## src/rtl/sdpb_arb_pkg.sv

```systemverilog
`default_nettype none
// ============================================================================
// sdpb_arb_pkg : shared widths and enums for the dual-port block-RAM arbiter
// Revision     : 1.0
// ============================================================================
package sdpb_arb_pkg;

    localparam int SDPB_ADDR_W = 13;
    localparam int SDPB_DATA_W = 16;

    typedef enum logic [1:0] {
        OWN_NONE = 2'd0,
        OWN_VID  = 2'd1,
        OWN_CPU  = 2'd2
    } rd_owner_t;

    typedef enum logic [1:0] {
        MODE_RUN   = 2'd0,
        MODE_LOAD  = 2'd1,
        MODE_DRAIN = 2'd2
    } arb_mode_t;

endpackage
`default_nettype wire

```

## src/rtl/sdpb_rd_sched.sv

```systemverilog
`default_nettype none
// ============================================================================
// sdpb_rd_sched : read-port arbitration, CPU anti-starvation, response routing
//                 and same-cycle write-to-read forwarding
// Revision      : 1.0
// ============================================================================
module sdpb_rd_sched
    import sdpb_arb_pkg::*;
#(
    parameter int ADDR_W          = SDPB_ADDR_W,
    parameter int DATA_W          = SDPB_DATA_W,
    parameter int MAX_VIDEO_BURST = 8
) (
    input  logic              clk,
    input  logic              resetn,
    input  logic              run,
    input  logic              vid_req,
    input  logic [ADDR_W-1:0] vid_addr,
    input  logic              cpu_rreq,
    input  logic [ADDR_W-1:0] cpu_raddr,
    input  logic              wr_en,
    input  logic [ADDR_W-1:0] wr_addr,
    input  logic [DATA_W-1:0] wr_data,
    input  logic [DATA_W-1:0] ram_dout,
    output logic              vid_gnt,
    output logic              cpu_rgnt,
    output logic              vid_rvalid,
    output logic              cpu_rvalid,
    output logic [DATA_W-1:0] rd_data,
    output logic              ram_ceb,
    output logic [ADDR_W-1:0] ram_adb
);

    localparam int          CNT_W     = 8;
    localparam logic [CNT_W-1:0] C_MAX_BURST = CNT_W'(MAX_VIDEO_BURST);

    logic [CNT_W-1:0]  starve_q, starve_d;
    rd_owner_t         owner_q, owner_d;
    logic              hit_q, hit_d;
    logic [DATA_W-1:0] fwd_q, fwd_d;
    logic              w_cpu_cand;
    logic              w_force_cpu;

    always_comb begin
        w_cpu_cand  = run && cpu_rreq;
        // Video wins every contested cycle until the CPU has waited a full burst.
        w_force_cpu = w_cpu_cand && vid_req && (starve_q == C_MAX_BURST);
        vid_gnt     = vid_req && !w_force_cpu;
        cpu_rgnt    = w_cpu_cand && (!vid_req || w_force_cpu);
        ram_ceb     = vid_gnt || cpu_rgnt;
        ram_adb     = vid_gnt ? vid_addr : cpu_raddr;

        starve_d = starve_q;
        if (!cpu_rreq || cpu_rgnt) begin
            starve_d = '0;
        end else if (vid_gnt && run) begin
            starve_d = starve_q + CNT_W'(1);
        end

        owner_d = OWN_NONE;
        if (vid_gnt) begin
            owner_d = OWN_VID;
        end else if (cpu_rgnt) begin
            owner_d = OWN_CPU;
        end

        hit_d = wr_en && ram_ceb && (wr_addr == ram_adb);
        fwd_d = wr_data;
    end

    always_ff @(posedge clk) begin
        if (!resetn) begin
            starve_q <= '0;
            owner_q  <= OWN_NONE;
            hit_q    <= 1'b0;
            fwd_q    <= '0;
        end else begin
            starve_q <= starve_d;
            owner_q  <= owner_d;
            hit_q    <= hit_d;
            fwd_q    <= fwd_d;
        end
    end

    assign vid_rvalid = (owner_q == OWN_VID);
    assign cpu_rvalid = (owner_q == OWN_CPU);
    assign rd_data    = hit_q ? fwd_q : ram_dout;

endmodule
`default_nettype wire

```

## src/rtl/sdpb_arbiter.sv

```systemverilog
`default_nettype none
// ============================================================================
// sdpb_arbiter : shares an 8K x 16 simple dual-port RAM between video, CPU and
//                boot loader; holds the mode FSM and the write-port mux
// Revision     : 1.0
// ============================================================================
module sdpb_arbiter
    import sdpb_arb_pkg::*;
#(
    parameter int ADDR_W          = SDPB_ADDR_W,
    parameter int DATA_W          = SDPB_DATA_W,
    parameter int MAX_VIDEO_BURST = 8
) (
    input  logic              clk,
    input  logic              resetn,
    input  logic              vid_req,
    input  logic [ADDR_W-1:0] vid_addr,
    output logic              vid_gnt,
    output logic              vid_rvalid,
    output logic [DATA_W-1:0] vid_rdata,
    input  logic              cpu_rreq,
    input  logic [ADDR_W-1:0] cpu_raddr,
    output logic              cpu_rgnt,
    output logic              cpu_rvalid,
    output logic [DATA_W-1:0] cpu_rdata,
    input  logic              cpu_wreq,
    input  logic [ADDR_W-1:0] cpu_waddr,
    input  logic [DATA_W-1:0] cpu_wdata,
    output logic              cpu_wgnt,
    input  logic              ld_active,
    input  logic              ld_wreq,
    input  logic [ADDR_W-1:0] ld_waddr,
    input  logic [DATA_W-1:0] ld_wdata,
    output logic              ld_wgnt,
    output logic              cpu_hold,
    output logic              ram_cea,
    output logic [ADDR_W-1:0] ram_ada,
    output logic [DATA_W-1:0] ram_din,
    output logic              ram_ceb,
    output logic [ADDR_W-1:0] ram_adb,
    output logic              ram_oce,
    input  logic [DATA_W-1:0] ram_dout
);

    arb_mode_t         mode_q, mode_d;
    logic [1:0]        drain_q, drain_d;
    logic              cpu_hold_q;
    logic [DATA_W-1:0] w_rd_data;

    always_comb begin
        mode_d  = mode_q;
        drain_d = drain_q;
        case (mode_q)
            MODE_RUN: begin
                if (ld_active) mode_d = MODE_LOAD;
            end
            MODE_LOAD: begin
                if (!ld_active) begin
                    mode_d  = MODE_DRAIN;
                    drain_d = 2'd2;
                end
            end
            MODE_DRAIN: begin
                drain_d = drain_q - 2'd1;
                if (ld_active) begin
                    mode_d = MODE_LOAD;
                end else if (drain_q <= 2'd1) begin
                    mode_d = MODE_RUN;
                end
            end
            default: mode_d = MODE_DRAIN;
        endcase
    end

    // Hold is registered from the next mode so it lines up with mode_q.
    always_ff @(posedge clk) begin
        if (!resetn) begin
            mode_q     <= MODE_DRAIN;
            drain_q    <= 2'd2;
            cpu_hold_q <= 1'b1;
        end else begin
            mode_q     <= mode_d;
            drain_q    <= drain_d;
            cpu_hold_q <= (mode_d != MODE_RUN);
        end
    end

    assign cpu_hold = cpu_hold_q;
    assign ld_wgnt  = (mode_q == MODE_LOAD) && ld_wreq;
    assign cpu_wgnt = (mode_q == MODE_RUN) && cpu_wreq;
    assign ram_cea  = ld_wgnt || cpu_wgnt;
    assign ram_ada  = ld_wgnt ? ld_waddr : cpu_waddr;
    assign ram_din  = ld_wgnt ? ld_wdata : cpu_wdata;
    assign ram_oce  = 1'b1;

    sdpb_rd_sched #(
        .ADDR_W          (ADDR_W),
        .DATA_W          (DATA_W),
        .MAX_VIDEO_BURST (MAX_VIDEO_BURST)
    ) u_rd_sched (
        .clk        (clk),
        .resetn     (resetn),
        .run        (mode_q == MODE_RUN),
        .vid_req    (vid_req),
        .vid_addr   (vid_addr),
        .cpu_rreq   (cpu_rreq),
        .cpu_raddr  (cpu_raddr),
        .wr_en      (ram_cea),
        .wr_addr    (ram_ada),
        .wr_data    (ram_din),
        .ram_dout   (ram_dout),
        .vid_gnt    (vid_gnt),
        .cpu_rgnt   (cpu_rgnt),
        .vid_rvalid (vid_rvalid),
        .cpu_rvalid (cpu_rvalid),
        .rd_data    (w_rd_data),
        .ram_ceb    (ram_ceb),
        .ram_adb    (ram_adb)
    );

    assign vid_rdata = w_rd_data;
    assign cpu_rdata = w_rd_data;

endmodule
`default_nettype wire

```

## config.mk

```make
export PLATFORM = sky130hd
export DESIGN_NAME = sdpb_arbiter
export DESIGN_NICKNAME = d
export VERILOG_FILES = /design/src/rtl/sdpb_arb_pkg.sv /design/src/rtl/sdpb_rd_sched.sv /design/src/rtl/sdpb_arbiter.sv
export SDC_FILE = /design/constraint.sdc
export NUM_CORES = 1
export LEC_CHECK = 0
export BUFFER_PORTS_ARGS = -buffer_cell sky130_fd_sc_hd__buf_2
export CAP_MARGIN = 20
export CORE_MARGIN = 3
export CORE_UTILIZATION = 41
export CTS_CLUSTER_SIZE = 25
export DETAILED_ROUTE_END_ITERATION = 7
export HOLD_SLACK_MARGIN = 0.12
export MAX_ROUTING_LAYER = met4
export PLACE_DENSITY = 0.86
export SLEW_MARGIN = 30
export SYNTH_ARGS = -nofsm -noshare
export SYNTH_HDL_FRONTEND = slang
export SYNTH_SLANG_ARGS = --single-unit
```

## constraint.sdc

```tcl
create_clock -name clk -period 6.5 [get_ports clk]
set_input_delay 0.65 -clock clk [delete_from_list [all_inputs] [get_ports clk]]
set_output_delay 0.65 -clock clk [all_outputs]
set_load 0.02 [all_outputs]
```

==> metrics <==
count of cell types in the netlist 35; Max Cap Viol 0; Hold Path Class reg -> reg; Via Count 2328; asr flop ratio synth 0; Synth Register Bits 32; Worst-Skew Late Latency 0.28 ns; CTS tree yes; largest net degree at the start of global routing 31; DP Area 3022 µm²; Synthesized Nets 361; R2R setup slack 3.69 ns; share of the cycle needed by the critical path after routing 0.4778; Die W 78.54 µm; Mapped Cells 251; buffer levels on the longest clock path 2; final hold viol count 0; Routed WL per cell 14.46 µm; Layout area overhead 45.24%; antenna violations before repair 0; nets 528; Synth Flop Type dfxtp_1; met3 wire len 598 µm; # Post-CTS Setup Buffers 0; DIE HEIGHT 78.54 µm; peak supply drop 0.00009547 V; cell area after layout 3133 µm²; HPWL Detailed 5920 µm; H-tree Lvls 2; status complete, no violations; first-pass GRT wire length 10860 µm; worst-path maximum fanout 30; clock root buffer clkbuf_8; sequential share of the synthesized area 0.2970; Pins Over Slew Limit 0; Worst-Margin Slew 0.7957 ns; Met1 Routed Length 2610 µm; CP startpoint kind register; GRT overflow 0; achievable frequency 322.0 MHz; crit path DAT 2.46 ns; pwr dens 183.9 nW/µm²; total power 576.3 µW; DR iter-0 viols 30; CTS clock-pin slew for the worst setup and hold paths 0.07 ns; # IOs 191; Post-Syn Area per Cell 8.594 µm²; EDFF count, synth 0; TritonCTS Buffers 5; RSZ-0062 raised after global routing false; synth warn 0; critical path type reg -> out; PortBufs 189; setup_tns 0 ns; Detailed Routing Iterations Pass 1 4; post-route ant nets 0; Top Layer Used met4; antenna fix cells 0; drt drc 0; relative slew slack 0.4678; area of the die 6168 µm²; GPL Wtd Cong 0.7870; post-DR vias/cell 4.790; met2 routed WL 3697 µm; Clock Skews 0.005460 ns; number of global-route vias before repair 2361; drt total wl 7029 µm; initial core utilization 0.4392; clk sink count 32; CTS hold repair buffers 0; FILL cells 419; minimum clock period 3.106 ns; Post-Syn Area 2157 µm²; row cnt 25; LEAKAGE 0.001669 µW; GRT Util Overall 0.2257; layout cells sized above 1 0.5442; Core ar. 4911 µm²; # setup viols final 0; CP Capture Type output port; PostCTS Resize Cnt 0; Critical Path RT 5.85 ns
## cell families (layout without fill, tap and decap cells)
logic type | count (synthesis) | in the layout | synth area share
buf+inv | 35 | 203 | 0.09570
fa+ha+maj | 3 | 3 | 0.01740
flops | 32 | 32 | 0.2970
other cells | 1 | 1 | 0.001738
mux | 42 | 42 | 0.2280
xor+xnor | 21 | 21 | 0.08527
compound gates | 7 | 7 | 0.02610
simple gates | 110 | 110 | 0.2488
## through the flow
stage / hold slack [ns] / instances / utilization / setup slack (ns)
finish: 0.5461 / 486 / 0.6380 / 3.394
global route: 0.5981 / 486 / 0.6380 / 3.197
CTS: 0.5477 / 486 / 0.6380 / 3.394
detailed placement: 0.5299 / 478 / 0.6153 / 3.458
global placement: 0.5071 / 478 / 0.6130 / 3.552
floorplan: 0.4802 / 251 / - / 3.898
## placed cells by master (no fill, tap or decap), drive strengths merged
master | synthesis | final
and3 | 4 | 4
nand2 | 53 | 53
nor2 | 13 | 13
nor3 | 3 | 3
or2 | 2 | 2
conb | 1 | 1
xor2 | 18 | 18
nor4b | 2 | 2
o21ai | 2 | 2
clkbuf | 6 | 5
a21oi | 1 | 1
and4 | 1 | 1
a21o | 1 | 1
ha | 3 | 3
buf | 23 | 189
dfxtp | 32 | 32
bufinv | 0 | 1
nand4 | 2 | 2
xnor2 | 3 | 3
nor3b | 1 | 1
clkinvlp | 0 | 1
mux2 | 42 | 42
nor4 | 2 | 2
nand3 | 3 | 3
a211o | 1 | 1
a41oi | 1 | 1
nand2b | 1 | 1
and2 | 20 | 20
o311ai | 1 | 1
nor2b | 3 | 3
inv | 6 | 6
clkinv | 0 | 1
## final timing paths
path / from / to / cells past startpoint
setup / recovery: mode_q[0]$_SDFF_PN0_ / ram_ada[3] / 5
hold / removal: drain_q[0]$_SDFFE_PN0P_ / drain_q[0]$_SDFFE_PN0P_ / 2
setup reg to reg: mode_q[0]$_SDFF_PN0_ / u_rd_sched.hit_q$_SDFF_PN0_ / 7
hold reg to reg: drain_q[0]$_SDFFE_PN0P_ / drain_q[0]$_SDFFE_PN0P_ / 2
## report_power, final
group,internal [µW],switching (µW)
combinational,76.8,101
clock,113,72.5
sequential,207,5.77
total,397,179
## registers in the layout, summed over array words and instances, names as in the netlist
signal and count:
u_rd_sched.fwd_q 16, u_rd_sched.starve_q 8, mode_q 2, drain_q 2
u_rd_sched.owner_q 2, cpu_hold 1, u_rd_sched.hit_q 1
## worst max-delay path: stages, from the launching register on
cell	delay [ns]
dfxtp_1	0.48
nand2_1	0.07
or2_1	0.46
inv_2	0.56
mux2_1	0.42
buf_2	0.18
## cells in the mapped netlist, types with 2 or more instances
library cell,number,area share
nor4_1,2,0.0058
dfxtp_1,32,0.30
buf_2,3,0.0070
nor2b_1,3,0.0087
or2_1,2,0.0058
mux2_4,5,0.035
ha_1,3,0.017
mux2_1,17,0.089
nor2_1,13,0.023
xor2_1,18,0.073
xnor2_1,3,0.012
inv_2,2,0.0035
nand3_1,3,0.0070
inv_1,4,0.0070
nor4b_2,2,0.014
clkbuf_1,6,0.010
and3_1,4,0.012
nand2_1,53,0.092
nor3_1,3,0.0070
nand4_1,2,0.0058
mux2_2,20,0.10
buf_4,19,0.066
and2_1,20,0.058
## area by class of cell
class | count | area, µm² | area share
multi-input cells | 184 | 1329 | 0.4241
clock buffers | 5 | 68.82 | 0.02196
repair buffers | 189 | 945.9 | 0.3019
clock inverters | 3 | 42.54 | 0.01358
well taps | 67 | 83.83 | 0.02676
flip-flops and latches | 32 | 640.6 | 0.2045
inverters | 6 | 22.52 | 0.007189
## layer usage
metal,up-vias,GRT usage
met5,-,-
met4,0,0.06294
met3,15,0.05963
met2,126,0.4134
met1,1049,0.2374
li1,1138,-
Note: power is estimated with default switching activity, not from simulation.
